==> src/rtl/nasti_simple_master_pkg.sv <==
// Shared NASTI encodings plus a helper that derives the AxSIZE field
// from the data-bus width.
package nasti_simple_master_pkg;

  localparam logic [1:0] BURST_FIXED = 2'b00;
  localparam logic [1:0] BURST_INCR  = 2'b01;
  localparam logic [1:0] BURST_WRAP  = 2'b10;

  localparam logic [1:0] RESP_OKAY   = 2'b00;
  localparam logic [1:0] RESP_EXOKAY = 2'b01;
  localparam logic [1:0] RESP_SLVERR = 2'b10;
  localparam logic [1:0] RESP_DECERR = 2'b11;

  // AxSIZE encodes bytes-per-beat as a power of two.
  function automatic logic [2:0] beat_size(input int data_width);
    return 3'($clog2(data_width / 8));
  endfunction

endpackage

==> src/rtl/nasti_simple_master_if.sv <==
// Five-channel NASTI bundle. The master modport drives AW/W/AR and the
// B/R ready signals; the slave modport is its mirror image.
interface nasti_channel #(
  parameter int ID_WIDTH   = 1,
  parameter int ADDR_WIDTH = 16,
  parameter int DATA_WIDTH = 128,
  parameter int USER_WIDTH = 1
);

  logic [ID_WIDTH-1:0]     aw_id;
  logic [ADDR_WIDTH-1:0]   aw_addr;
  logic [7:0]              aw_len;
  logic [2:0]              aw_size;
  logic [1:0]              aw_burst;
  logic                    aw_lock;
  logic [3:0]              aw_cache;
  logic [2:0]              aw_prot;
  logic [3:0]              aw_qos;
  logic [3:0]              aw_region;
  logic [USER_WIDTH-1:0]   aw_user;
  logic                    aw_valid;
  logic                    aw_ready;

  logic [DATA_WIDTH-1:0]   w_data;
  logic [DATA_WIDTH/8-1:0] w_strb;
  logic                    w_last;
  logic [USER_WIDTH-1:0]   w_user;
  logic                    w_valid;
  logic                    w_ready;

  logic [ID_WIDTH-1:0]     b_id;
  logic [1:0]              b_resp;
  logic [USER_WIDTH-1:0]   b_user;
  logic                    b_valid;
  logic                    b_ready;

  logic [ID_WIDTH-1:0]     ar_id;
  logic [ADDR_WIDTH-1:0]   ar_addr;
  logic [7:0]              ar_len;
  logic [2:0]              ar_size;
  logic [1:0]              ar_burst;
  logic                    ar_lock;
  logic [3:0]              ar_cache;
  logic [2:0]              ar_prot;
  logic [3:0]              ar_qos;
  logic [3:0]              ar_region;
  logic [USER_WIDTH-1:0]   ar_user;
  logic                    ar_valid;
  logic                    ar_ready;

  logic [ID_WIDTH-1:0]     r_id;
  logic [DATA_WIDTH-1:0]   r_data;
  logic [1:0]              r_resp;
  logic                    r_last;
  logic [USER_WIDTH-1:0]   r_user;
  logic                    r_valid;
  logic                    r_ready;

  modport master (
    output aw_id, aw_addr, aw_len, aw_size, aw_burst, aw_lock, aw_cache,
           aw_prot, aw_qos, aw_region, aw_user, aw_valid,
    input  aw_ready,
    output w_data, w_strb, w_last, w_user, w_valid,
    input  w_ready,
    input  b_id, b_resp, b_user, b_valid,
    output b_ready,
    output ar_id, ar_addr, ar_len, ar_size, ar_burst, ar_lock, ar_cache,
           ar_prot, ar_qos, ar_region, ar_user, ar_valid,
    input  ar_ready,
    input  r_id, r_data, r_resp, r_last, r_user, r_valid,
    output r_ready
  );

  modport slave (
    input  aw_id, aw_addr, aw_len, aw_size, aw_burst, aw_lock, aw_cache,
           aw_prot, aw_qos, aw_region, aw_user, aw_valid,
    output aw_ready,
    input  w_data, w_strb, w_last, w_user, w_valid,
    output w_ready,
    output b_id, b_resp, b_user, b_valid,
    input  b_ready,
    input  ar_id, ar_addr, ar_len, ar_size, ar_burst, ar_lock, ar_cache,
           ar_prot, ar_qos, ar_region, ar_user, ar_valid,
    output ar_ready,
    output r_id, r_data, r_resp, r_last, r_user, r_valid,
    input  r_ready
  );

endinterface

==> src/rtl/nasti_simple_master.sv <==
// Single-outstanding bridge from a simple valid/ready request port to a
// NASTI master: one beat per transaction, one response per request.
module nasti_simple_master
  import nasti_simple_master_pkg::*;
#(
  parameter int ID_WIDTH   = 1,
  parameter int ADDR_WIDTH = 16,
  parameter int DATA_WIDTH = 128,
  parameter int USER_WIDTH = 1,
  parameter int MASTER_ID  = 0
) (
  input  logic                    clk,
  input  logic                    rstn,
  input  logic                    req_valid,
  output logic                    req_ready,
  input  logic                    req_write,
  input  logic [ADDR_WIDTH-1:0]   req_addr,
  input  logic [DATA_WIDTH-1:0]   req_wdata,
  input  logic [DATA_WIDTH/8-1:0] req_wstrb,
  output logic                    resp_valid,
  input  logic                    resp_ready,
  output logic [DATA_WIDTH-1:0]   resp_rdata,
  output logic                    resp_err,
  nasti_channel.master            nasti
);

  localparam int                    SIZE_BITS = $clog2(DATA_WIDTH / 8);
  localparam logic [ADDR_WIDTH-1:0] ADDR_MASK =
    ~((ADDR_WIDTH'(1) << SIZE_BITS) - ADDR_WIDTH'(1));
  localparam logic [ID_WIDTH-1:0]   ID = ID_WIDTH'(MASTER_ID);

  typedef enum logic [2:0] {IDLE, WRITE, WRESP, RADDR, RDATA, RESP} state_e;

  state_e                    state_q, state_d;
  logic [ADDR_WIDTH-1:0]     addr_q;
  logic [DATA_WIDTH-1:0]     wdata_q;
  logic [DATA_WIDTH/8-1:0]   wstrb_q;
  logic                      aw_done_q, w_done_q;
  logic                      first_q;
  logic [DATA_WIDTH-1:0]     rdata_q;
  logic                      err_q;

  // Fires are built from registered state and the slave's ready only, so
  // no valid ever loops back through its own ready.
  logic aw_fire, w_fire;
  assign aw_fire = !aw_done_q && nasti.aw_ready;
  assign w_fire  = !w_done_q  && nasti.w_ready;

  // NOTE: sequential state uses non-blocking assignments so every flop
  // samples pre-edge values regardless of process evaluation order.
  always_ff @(posedge clk or negedge rstn) begin
    if (!rstn) state_q <= IDLE;
    else       state_q <= state_d;
  end

  // NOTE: every output of this block gets a default first, which keeps
  // synthesis from inferring latches on paths that skip an assignment.
  always_comb begin
    state_d        = state_q;
    req_ready      = 1'b0;
    resp_valid     = 1'b0;
    nasti.aw_valid = 1'b0;
    nasti.w_valid  = 1'b0;
    nasti.b_ready  = 1'b0;
    nasti.ar_valid = 1'b0;
    nasti.r_ready  = 1'b0;
    unique case (state_q)
      IDLE: begin
        req_ready = 1'b1;
        if (req_valid) state_d = req_write ? WRITE : RADDR;
      end
      WRITE: begin
        nasti.aw_valid = !aw_done_q;
        nasti.w_valid  = !w_done_q;
        if ((aw_done_q || aw_fire) && (w_done_q || w_fire)) state_d = WRESP;
      end
      WRESP: begin
        nasti.b_ready = 1'b1;
        if (nasti.b_valid) state_d = RESP;
      end
      RADDR: begin
        nasti.ar_valid = 1'b1;
        if (nasti.ar_ready) state_d = RDATA;
      end
      RDATA: begin
        nasti.r_ready = 1'b1;
        if (nasti.r_valid && nasti.r_last) state_d = RESP;
      end
      RESP: begin
        resp_valid = 1'b1;
        if (resp_ready) state_d = IDLE;
      end
      default: state_d = IDLE;
    endcase
  end

  always_ff @(posedge clk or negedge rstn) begin
    if (!rstn) begin
      addr_q    <= '0;
      wdata_q   <= '0;
      wstrb_q   <= '0;
      aw_done_q <= 1'b0;
      w_done_q  <= 1'b0;
      first_q   <= 1'b0;
      rdata_q   <= '0;
      err_q     <= 1'b0;
    end else begin
      unique case (state_q)
        IDLE: if (req_valid) begin
          addr_q    <= req_addr & ADDR_MASK;
          wdata_q   <= req_wdata;
          wstrb_q   <= req_wstrb;
          aw_done_q <= 1'b0;
          w_done_q  <= 1'b0;
          first_q   <= 1'b1;
          rdata_q   <= '0;
          err_q     <= 1'b0;
        end
        WRITE: begin
          if (aw_fire) aw_done_q <= 1'b1;
          if (w_fire)  w_done_q  <= 1'b1;
        end
        WRESP: if (nasti.b_valid)
          err_q <= (nasti.b_resp != RESP_OKAY) || (nasti.b_id != ID);
        RDATA: if (nasti.r_valid) begin
          if (first_q) begin
            rdata_q <= nasti.r_data;
            first_q <= 1'b0;
          end
          // A premature r_last=0 beat is sticky-flagged; draining continues.
          err_q <= err_q || (nasti.r_resp != RESP_OKAY) ||
                   (nasti.r_id != ID) || !nasti.r_last;
        end
        default: ;
      endcase
    end
  end

  assign resp_rdata = rdata_q;
  assign resp_err   = err_q;

  assign nasti.aw_id     = ID;
  assign nasti.aw_addr   = addr_q;
  assign nasti.aw_len    = 8'd0;
  assign nasti.aw_size   = beat_size(DATA_WIDTH);
  assign nasti.aw_burst  = BURST_INCR;
  assign nasti.aw_lock   = 1'b0;
  assign nasti.aw_cache  = 4'd0;
  assign nasti.aw_prot   = 3'd0;
  assign nasti.aw_qos    = 4'd0;
  assign nasti.aw_region = 4'd0;
  assign nasti.aw_user   = '0;

  assign nasti.w_data    = wdata_q;
  assign nasti.w_strb    = wstrb_q;
  assign nasti.w_last    = 1'b1;
  assign nasti.w_user    = '0;

  assign nasti.ar_id     = ID;
  assign nasti.ar_addr   = addr_q;
  assign nasti.ar_len    = 8'd0;
  assign nasti.ar_size   = beat_size(DATA_WIDTH);
  assign nasti.ar_burst  = BURST_INCR;
  assign nasti.ar_lock   = 1'b0;
  assign nasti.ar_cache  = 4'd0;
  assign nasti.ar_prot   = 3'd0;
  assign nasti.ar_qos    = 4'd0;
  assign nasti.ar_region = 4'd0;
  assign nasti.ar_user   = '0;

endmodule

==> src/flat_wrapper.sv <==
// flat-port wrapper written by rule: the top's interface ports become plain ports
module nasti_simple_master_flat import nasti_simple_master_pkg::*;
#(
  parameter int ID_WIDTH   = 1,
  parameter int ADDR_WIDTH = 16,
  parameter int DATA_WIDTH = 128,
  parameter int USER_WIDTH = 1,
  parameter int MASTER_ID  = 0
)
  (clk, rstn, req_valid, req_ready, req_write, req_addr, req_wdata, req_wstrb, resp_valid, resp_ready, resp_rdata, resp_err, nasti_aw_id, nasti_aw_addr, nasti_aw_len, nasti_aw_size, nasti_aw_burst, nasti_aw_lock, nasti_aw_cache, nasti_aw_prot, nasti_aw_qos, nasti_aw_region, nasti_aw_user, nasti_aw_valid, nasti_aw_ready, nasti_w_data, nasti_w_strb, nasti_w_last, nasti_w_user, nasti_w_valid, nasti_w_ready, nasti_b_id, nasti_b_resp, nasti_b_user, nasti_b_valid, nasti_b_ready, nasti_ar_id, nasti_ar_addr, nasti_ar_len, nasti_ar_size, nasti_ar_burst, nasti_ar_lock, nasti_ar_cache, nasti_ar_prot, nasti_ar_qos, nasti_ar_region, nasti_ar_user, nasti_ar_valid, nasti_ar_ready, nasti_r_id, nasti_r_data, nasti_r_resp, nasti_r_last, nasti_r_user, nasti_r_valid, nasti_r_ready);
  nasti_channel #(.ID_WIDTH(ID_WIDTH), .ADDR_WIDTH(ADDR_WIDTH), .DATA_WIDTH(DATA_WIDTH), .USER_WIDTH(USER_WIDTH)) nasti_i ();
  input  logic clk;
  input  logic rstn;
  input  logic req_valid;
  output logic req_ready;
  input  logic req_write;
  input  logic [ADDR_WIDTH-1:0] req_addr;
  input  logic [DATA_WIDTH-1:0] req_wdata;
  input  logic [DATA_WIDTH/8-1:0] req_wstrb;
  output logic resp_valid;
  input  logic resp_ready;
  output logic [DATA_WIDTH-1:0] resp_rdata;
  output logic resp_err;
  output wire logic [$bits(nasti_i.aw_id)-1:0] nasti_aw_id;
  output wire logic [$bits(nasti_i.aw_addr)-1:0] nasti_aw_addr;
  output wire logic [$bits(nasti_i.aw_len)-1:0] nasti_aw_len;
  output wire logic [$bits(nasti_i.aw_size)-1:0] nasti_aw_size;
  output wire logic [$bits(nasti_i.aw_burst)-1:0] nasti_aw_burst;
  output wire logic [$bits(nasti_i.aw_lock)-1:0] nasti_aw_lock;
  output wire logic [$bits(nasti_i.aw_cache)-1:0] nasti_aw_cache;
  output wire logic [$bits(nasti_i.aw_prot)-1:0] nasti_aw_prot;
  output wire logic [$bits(nasti_i.aw_qos)-1:0] nasti_aw_qos;
  output wire logic [$bits(nasti_i.aw_region)-1:0] nasti_aw_region;
  output wire logic [$bits(nasti_i.aw_user)-1:0] nasti_aw_user;
  output wire logic [$bits(nasti_i.aw_valid)-1:0] nasti_aw_valid;
  input wire logic [$bits(nasti_i.aw_ready)-1:0] nasti_aw_ready;
  output wire logic [$bits(nasti_i.w_data)-1:0] nasti_w_data;
  output wire logic [$bits(nasti_i.w_strb)-1:0] nasti_w_strb;
  output wire logic [$bits(nasti_i.w_last)-1:0] nasti_w_last;
  output wire logic [$bits(nasti_i.w_user)-1:0] nasti_w_user;
  output wire logic [$bits(nasti_i.w_valid)-1:0] nasti_w_valid;
  input wire logic [$bits(nasti_i.w_ready)-1:0] nasti_w_ready;
  input wire logic [$bits(nasti_i.b_id)-1:0] nasti_b_id;
  input wire logic [$bits(nasti_i.b_resp)-1:0] nasti_b_resp;
  input wire logic [$bits(nasti_i.b_user)-1:0] nasti_b_user;
  input wire logic [$bits(nasti_i.b_valid)-1:0] nasti_b_valid;
  output wire logic [$bits(nasti_i.b_ready)-1:0] nasti_b_ready;
  output wire logic [$bits(nasti_i.ar_id)-1:0] nasti_ar_id;
  output wire logic [$bits(nasti_i.ar_addr)-1:0] nasti_ar_addr;
  output wire logic [$bits(nasti_i.ar_len)-1:0] nasti_ar_len;
  output wire logic [$bits(nasti_i.ar_size)-1:0] nasti_ar_size;
  output wire logic [$bits(nasti_i.ar_burst)-1:0] nasti_ar_burst;
  output wire logic [$bits(nasti_i.ar_lock)-1:0] nasti_ar_lock;
  output wire logic [$bits(nasti_i.ar_cache)-1:0] nasti_ar_cache;
  output wire logic [$bits(nasti_i.ar_prot)-1:0] nasti_ar_prot;
  output wire logic [$bits(nasti_i.ar_qos)-1:0] nasti_ar_qos;
  output wire logic [$bits(nasti_i.ar_region)-1:0] nasti_ar_region;
  output wire logic [$bits(nasti_i.ar_user)-1:0] nasti_ar_user;
  output wire logic [$bits(nasti_i.ar_valid)-1:0] nasti_ar_valid;
  input wire logic [$bits(nasti_i.ar_ready)-1:0] nasti_ar_ready;
  input wire logic [$bits(nasti_i.r_id)-1:0] nasti_r_id;
  input wire logic [$bits(nasti_i.r_data)-1:0] nasti_r_data;
  input wire logic [$bits(nasti_i.r_resp)-1:0] nasti_r_resp;
  input wire logic [$bits(nasti_i.r_last)-1:0] nasti_r_last;
  input wire logic [$bits(nasti_i.r_user)-1:0] nasti_r_user;
  input wire logic [$bits(nasti_i.r_valid)-1:0] nasti_r_valid;
  output wire logic [$bits(nasti_i.r_ready)-1:0] nasti_r_ready;
  assign nasti_aw_id = nasti_i.aw_id;
  assign nasti_aw_addr = nasti_i.aw_addr;
  assign nasti_aw_len = nasti_i.aw_len;
  assign nasti_aw_size = nasti_i.aw_size;
  assign nasti_aw_burst = nasti_i.aw_burst;
  assign nasti_aw_lock = nasti_i.aw_lock;
  assign nasti_aw_cache = nasti_i.aw_cache;
  assign nasti_aw_prot = nasti_i.aw_prot;
  assign nasti_aw_qos = nasti_i.aw_qos;
  assign nasti_aw_region = nasti_i.aw_region;
  assign nasti_aw_user = nasti_i.aw_user;
  assign nasti_aw_valid = nasti_i.aw_valid;
  assign nasti_i.aw_ready = nasti_aw_ready;
  assign nasti_w_data = nasti_i.w_data;
  assign nasti_w_strb = nasti_i.w_strb;
  assign nasti_w_last = nasti_i.w_last;
  assign nasti_w_user = nasti_i.w_user;
  assign nasti_w_valid = nasti_i.w_valid;
  assign nasti_i.w_ready = nasti_w_ready;
  assign nasti_i.b_id = nasti_b_id;
  assign nasti_i.b_resp = nasti_b_resp;
  assign nasti_i.b_user = nasti_b_user;
  assign nasti_i.b_valid = nasti_b_valid;
  assign nasti_b_ready = nasti_i.b_ready;
  assign nasti_ar_id = nasti_i.ar_id;
  assign nasti_ar_addr = nasti_i.ar_addr;
  assign nasti_ar_len = nasti_i.ar_len;
  assign nasti_ar_size = nasti_i.ar_size;
  assign nasti_ar_burst = nasti_i.ar_burst;
  assign nasti_ar_lock = nasti_i.ar_lock;
  assign nasti_ar_cache = nasti_i.ar_cache;
  assign nasti_ar_prot = nasti_i.ar_prot;
  assign nasti_ar_qos = nasti_i.ar_qos;
  assign nasti_ar_region = nasti_i.ar_region;
  assign nasti_ar_user = nasti_i.ar_user;
  assign nasti_ar_valid = nasti_i.ar_valid;
  assign nasti_i.ar_ready = nasti_ar_ready;
  assign nasti_i.r_id = nasti_r_id;
  assign nasti_i.r_data = nasti_r_data;
  assign nasti_i.r_resp = nasti_r_resp;
  assign nasti_i.r_last = nasti_r_last;
  assign nasti_i.r_user = nasti_r_user;
  assign nasti_i.r_valid = nasti_r_valid;
  assign nasti_r_ready = nasti_i.r_ready;
  nasti_simple_master #(.ID_WIDTH(ID_WIDTH), .ADDR_WIDTH(ADDR_WIDTH), .DATA_WIDTH(DATA_WIDTH), .USER_WIDTH(USER_WIDTH), .MASTER_ID(MASTER_ID)) u_core (.clk(clk), .rstn(rstn), .req_valid(req_valid), .req_ready(req_ready), .req_write(req_write), .req_addr(req_addr), .req_wdata(req_wdata), .req_wstrb(req_wstrb), .resp_valid(resp_valid), .resp_ready(resp_ready), .resp_rdata(resp_rdata), .resp_err(resp_err), .nasti(nasti_i));
endmodule
==> config.mk <==
export PLATFORM = sky130hd
export DESIGN_NAME = nasti_simple_master_flat
export DESIGN_NICKNAME = d
export VERILOG_FILES = /design/src/rtl/nasti_simple_master_pkg.sv /design/src/rtl/nasti_simple_master_if.sv /design/src/rtl/nasti_simple_master.sv /design/src/flat_wrapper.sv
export SDC_FILE = /design/constraint.sdc
export NUM_CORES = 1
export LEC_CHECK = 0
export CAP_MARGIN = 30
export CORE_AREA = 2 2 269 271
export DETAILED_ROUTE_END_ITERATION = 12
export DIE_AREA = 0 0 271 273
export PLACE_DENSITY = 0.45
export SYNTH_ARGS = -nofsm -noshare
export SYNTH_HDL_FRONTEND = slang
export SYNTH_SLANG_ARGS = --single-unit
==> constraint.sdc <==
create_clock -name clk -period 1.7 [get_ports clk]
set_clock_uncertainty 0.05 [all_clocks]
set_input_delay 0.17 -clock clk [delete_from_list [all_inputs] [get_ports clk]]
set_output_delay 0.17 -clock clk [all_outputs]
set_load 0.01 [all_outputs]
==> results.cfg, run 1 <==
[global_routing]
antenna_found_initial = 2
grt_pass1_vias = 10330
grt_usage_pct = 11.69
grt_overflow = 0
grt_max_degree = 75
grt_pass1_wl_um = 66750

[floorplan]
core_um2 = 71000
start_util_pct = 17.61
num_rows = 98
dieHeight_um = 273
die-area_um2 = 73980
io_pins = 683
die_w_um = 271

[clocking]
cts_tree = done
cts.clk_slew.worst_paths_ns = 0.06
cts_sinks = 291
cts.path.max_buffers = 3
h-tree-depth = 2
clockRootBuffer = clkbuf_16
cts-buffers-inserted = 37
insertion_delay_ns = 0.54

[critical_path]
cp.arrival_ns = 2.17
crit_path_max_incr_delay_ns = 0.46
cp-start-kind = flop
slowest_stage = dfrtp_2
crit_fanout = 17
path_class = flop to flop
reg2reg_slack_ns = -0.11
end_kind = flop
path_cells = nor2_4 -> buf_6 -> and2_4 -> buf_12 -> clkbuf_16 -> mux2_4
crit_required_ns = 2.06

[power]
total_power_mw = 36.30
clkPwrFrac_pct = 21.6
combPwrFrac_pct = 46.5
p_sw_mw = 12.20
p_int_mw = 24.09
p_per_area_nw_per_um2 = 1667
switching_share_pct = 33.62
p_leak_nw = 10.52
vdd_drop_max_v = 0.0007441
pwr-share-seq_pct = 31.9

[synth]
synth.most_common_cell = dfrtp_1
synth_adder_area_share_pct = 0
synth-xor-area-share_pct = 0
synth_area_leaders = dfrtp_1 (58%), mux2_4 (13%), nand2_1 (7.8%)
synth_mux_area_share_pct = 17.60
syn_inst = 1035
yosys.area_share.simple_pct = 8.986
yosys.cell_types.count = 36
synth_compound_area_share_pct = 6.134
yosys.area.top_type = dfrtp_1
synthArstFlopShare_pct = 100.0
ys.warnings.count = 0
synth_area_um2 = 12500
synthTopCellsByCount = dfrtp_1 (291), nand2_1 (260), mux2_4 (110)
ys_ff_latch = 291
synth_area_per_cell_um2 = 12.08
synth_flop_cell = dfrtp_1
synth_top_cell_area_share_pct = 58.24
ys_seq_area_share_pct = 58.24
synth_top_family_by_area = multiplexers
synth_edf_count = 0

[sta]
fin_crit_sh_pct = 106.4
max_freq_ghz = 0.5527
hold_viol = 0
post-route-min-period_ns = 1.809
rsz0062_at_grt = true
fin_hold_ws_ns = 0.06205
setup_tns_ns = -11.59
setup_viol_count_final = 223
setup_slack_ns = -0.1094
slew_violations = 0

[run]
max_cap_violations = 0

[final_layout]
drive_gt1_share_pct = 21.61
fillers = 7332
syn2layout_area_growth_pct = 74.10
fin_nets = 2017
fin_util_pct = 30.66

[routing]
routed_via_density = 3.683
firstDrtPassIters = 4
drt_iter0_drc = 270
avgRoutedWirePerCell_um = 17.82
ant_nets = 0
dr_total_vias = 9900
drc = 0
drt-total-wl_um = 47910

[placement]
dp_hpwl_um = 34090
post-place-ws_ns = -0.3017
port_buffers = 604
place.gp.congestion = 0.7734

[worst_hold_path]
hp-class = primary input to asynchronous set/reset pin

[run_status]
violations = setup timing
outcome = finished with violations
final cells by class:
type	count	area, um^2	share of cell area (%)
Timing Repair Buffer	715	7460	34.27
Tap cell	950	1189	5.460
Antenna cell	3	7.507	0.03449
Inverter	2	7.507	0.03449
Clock inverter	6	62.56	0.2874
Sequential cell	291	7286	33.47
Multi-Input combinational cell	663	4622	21.23
Clock buffer	58	1135	5.213
sequential cells by signal, indices dropped and copies added (netlist names):
signal and cells:
u_core.nasti.w_strb 16, u_core.resp_err 1, u_core.w_done_q 1, u_core.nasti.w_data 128, u_core.resp_rdata 128, u_core.state_q 3, u_core.nasti.ar_addr 12, u_core.aw_done_q 1
u_core.first_q 1
metal layers:
layer	track usage, %	up-vias	share of wire (%)
li1	-	4639	-
met1	12.98	4820	39
met2	20.84	387	51
met3	3.796	54	7.3
met4	4.231	0	2.6
met5	0	-	0
timing repair:
| item | 4_1_cts | 5_1_grt |
|---|---|---|
| pin swaps | 5 | 17 |
| setup endpoints to repair | 362 | 344 |
| endpoints found under the hold margin | 254 | 0 |
| hold buffers | 1 | 0 |
| buffers inserted | 15 | 8 |
| gates cloned | 2 | 18 |
| resized for setup | 279 | 165 |
worst paths after layout:
check	to	cells after the start	start
setup / recovery	u_core.nasti.w_data[114]	6	u_core.state_q[1]
hold / removal	u_core.nasti.w_data[85]	2	rstn
setup reg to reg	u_core.nasti.w_data[114]	6	u_core.state_q[1]
hold reg to reg	u_core.resp_rdata[24]	2	u_core.resp_rdata[24]
max in group asynchronous	u_core.resp_rdata[101]	4	rstn
min in group clk	u_core.resp_rdata[21]	3	nasti_r_data[21]
layout by cell type (no fill, tap or decap), types with 3 or more instances in the layout:
cell	netlist	final
a21oi_1	6	6
and2_4	0	3
buf_12	0	11
buf_16	0	10
buf_2	24	3
buf_4	88	45
buf_6	11	32
buf_8	10	4
clkbuf_1	16	8
clkbuf_16	0	50
clkbuf_8	0	13
clkdlybuf4s50_1	0	319
clkinv_2	0	3
conb_1	2	72
dfrtp_1	291	288
dfrtp_2	0	3
diode_2	0	3
dlygate4sd2_1	0	214
dlymetal6s2s_1	0	63
mux2_1	20	10
mux2_2	27	27
mux2_4	110	120
nand2_1	260	239
nand2_2	0	16
nand2_4	0	5
nor2_1	8	5
nor2_4	0	3
nor2b_1	4	3
o21ai_0	32	16
o21ai_1	98	100
o21ai_2	1	14
per-stage QoR:
stage	cells	area (um^2)
6_report	2688	21770
3_5_place_dp	2578	19630
5_1_grt	2687	21770
2_1_floorplan	1105	12770
4_1_cts	2660	20850
3_3_place_gp	2578	19630
kinds of logic (layout without fill, tap and decap cells):
group                  count (synthesis)  count (layout)
AOI/OAI and AO/OA                    146             146
buffers and inverters                151             781
DFF                                  291             291
muxes                                159             159
other                                  2              75
and+or+nand+nor                      286             286
power by group through the flow:
| stage | logic [mW] | clock network [mW] | registers, mW |
|---|---|---|---|
| after global routing | 18.1 | 8.45 | 12.0 |
| after global placement | 16.5 | 0 | 11.7 |
| after detailed placement | 16.6 | 0 | 11.7 |
| after floorplan | 6.45 | 0 | 12.8 |
| final | 16.9 | 7.84 | 11.6 |
| after CTS | 15.8 | 8.18 | 11.6 |
worst max-delay path, delay by kind of cell (launching register included):
kind                   cells  cell delay (ns)
DFF                        1             0.46
muxes                      1             0.30
and+or+nand+nor            2             0.30
buffers and inverters      3             0.52
Power figures use the tool's default switching activity.
==> inputs of run 2 (changes only) <==
--- a/config.mk
+++ b/config.mk
@@ -5,8 +5,9 @@
 export SDC_FILE = /design/constraint.sdc
 export NUM_CORES = 1
 export LEC_CHECK = 0
-export CAP_MARGIN = 30
+export CAP_MARGIN = 20
 export CORE_AREA = 2 2 269 271
+export CTS_CLUSTER_DIAMETER = 40
 export DETAILED_ROUTE_END_ITERATION = 12
 export DIE_AREA = 0 0 271 273
 export PLACE_DENSITY = 0.45
==> run 2 against run 1 <==
  * Register-to-register slack barely moved
  * Worst setup slack got worse by 0.013 ns
  * Maximum frequency shrank 0.70%
  * Wire length is 6.5% higher
  * Non-clock buffer count grew 14
  * Sequential share of layout area is 2.2 points lower
  * Combinational power up 4%
  * Power rose by 18%
  * Count of clock-buffer cells in the layout is 22 higher
  * Cell count grew 2.6%
  * The flow still finishes with violations (setup timing)
  * Die area is the same
  * Highest routed layer unchanged
  * Critical endpoint is now u_core.resp_rdata[48]
==> results.cfg, run 2 (synthesis results as in run 1) <==
[run_status]
outcome = finished with violations
violations = setup timing

[floorplan]
num_rows = 98
start_util_pct = 17.61
dieHeight_um = 273
core_um2 = 71000
die_w_um = 271
io_pins = 683
die-area_um2 = 73980

[sta]
fin_hold_ws_ns = 0.07113
post-route-min-period_ns = 1.822
fin_crit_sh_pct = 107.2
rsz0062_at_grt = true
worst_slew_pin_slew_ns = 0.7974
setup_tns_ns = -3.305
setup_viol_count_final = 79
slew_violations = 0
setup_slack_ns = -0.1221
slew_headroom_pct = 46.67
max_freq_ghz = 0.5488
hold_viol = 0

[critical_path]
slowest_stage = dfrtp_2
crit_family = buffers and inverters
path_class = flop to flop
crit_required_ns = 2.16
path_cells = clkbuf_16 -> and3_4 -> o21ai_4 -> buf_12 -> buf_16 -> buf_12 -> clkbuf_16 -> nand2_1 -> o21ai_1
end_kind = flop
cp.buffers_inverters = 5
crit_fanout = 8
reg2reg_slack_ns = -0.12
cp-start-kind = flop
cp.arrival_ns = 2.28
crit_path_max_incr_delay_ns = 0.44

[global_routing]
grt_max_degree = 75
grt_overflow = 0
grt_pass1_vias = 10540
antenna_found_initial = 3
grt_pass1_wl_um = 67370
grt_usage_pct = 11.94

[final_layout]
syn2layout_area_growth_pct = 86.23
final_common_cell = clkdlybuf4s50_1
fin_nets = 2060
fillers = 7240
fin_cells = 2758
final_cell_mix = clkdlybuf4s50_1 (299), dlygate4sd2_1 (297), dfrtp_1 (288)
drive_gt1_share_pct = 27.00
fin_area_um2 = 23280

[routing]
drc = 0
ant_nets = 0
avgRoutedWirePerCell_um = 18.50
dr_total_vias = 10350
drt_iter0_drc = 345
routed_via_density = 3.752
firstDrtPassIters = 4
drt-total-wl_um = 51020

[clocking]
cts.clk_slew.worst_paths_ns = 0.05
cts.path.max_buffers = 3
insertion_delay_ns = 0.57
cts_sinks = 291
cts-buffers-inserted = 66
cts_tree = done
h-tree-depth = 3
clockRootBuffer = clkbuf_16

[placement]
dp_cells = 2578
place.gp.congestion = 0.7734
dp_hpwl_um = 34090
port_buffers = 604
place_area_um2 = 19630

[worst_hold_path]
hp-class = primary input to flop

[power]
p_leak_nw = 10.82
p_per_area_nw_per_um2 = 1835
vdd_drop_max_v = 0.0008701
total_power_mw = 42.73

[run]
max_cap_violations = 0
## run 2: cell count changes in the layout (fill, tap and decap cells not counted), moves of 10 or more
cell / before / now
clkdlybuf4s50_1: 319 / 299
nand2_1: 239 / 219
dlymetal6s2s_1: 63 / 0
o21ai_1: 100 / 80
o21ai_2: 14 / 46
nand2_4: 5 / 20
o21ai_0: 16 / 4
bufinv_16: 1 / 11
clkinv_2: 3 / 14
clkbuf_16: 50 / 89
dlygate4sd2_1: 214 / 297
## run 2: path summary, 6_finish.rpt
path                                       start                      end  depth (start not counted)
setup / recovery               u_core.state_q[2]    u_core.resp_rdata[48]                          9
hold / removal                  nasti_r_data[21]    u_core.resp_rdata[21]                          3
hold reg to reg            u_core.resp_rdata[32]    u_core.resp_rdata[32]                          2
min in group asynchronous                   rstn    u_core.resp_rdata[92]                          3
setup reg to reg               u_core.state_q[2]    u_core.resp_rdata[48]                          9
max in group asynchronous                   rstn  u_core.nasti.w_data[36]                          3
## run 2: timing repair
item	CTS	global route
hold buffers	3	0
endpoints found under the hold margin	254	0
pin swaps	3	61
setup buffers	6	15
resized for setup	348	197
cloned	0	33
setup endpoints to repair	403	122
## run 2: through the flow
| step | setup slack [ns] | util [%] |
|---|---|---|
| after floorplan | 0.08690 | - |
| after global placement | -0.2975 | 27.64 |
| after detailed placement | -0.3017 | 27.64 |
| after CTS | -0.1108 | 30.66 |
| after global routing | -0.1775 | 32.79 |
| final | -0.1221 | 32.80 |
## run 2: routing by layer
layer / track usage [%] / share of wire [%] / vias to the layer above / routed length [um]
met5: 0 / 0 / - / 0
met4: 5.772 / 3.0 / 0 / 1531
met3: 4.279 / 7.6 / 83 / 3858
met2: 20.51 / 50 / 444 / 25590
met1: 13.10 / 39 / 5073 / 20040
li1: - / - / 4748 / -
## run 2: cell type report
cell class                      count  area [um^2]  share of cell area (%)
Clock inverter                     39        594.3                   2.552
Inverter                            2        7.507                 0.03224
Multi-Input combinational cell    663         4841                   20.79
Sequential cell                   291         7286                   31.29
Clock buffer                       80         1794                   7.706
Antenna cell                        4        10.01                 0.04299
Tap cell                          950         1189                   5.105
Timing Repair Buffer              729         7564                   32.48
## run 2: power by group
part	internal, mW	switching (mW)	total [mW]
Combinational	9.62	7.89	17.5
Sequential	9.88	1.76	11.6
Clock	9.24	4.35	13.6
Total	28.7	14.0	42.7
## run 2: worst min-delay path: stages
cell and delay (ns):
clkdlybuf4s50_1 0.39, nand2_1 0.05, o21ai_1 0.05
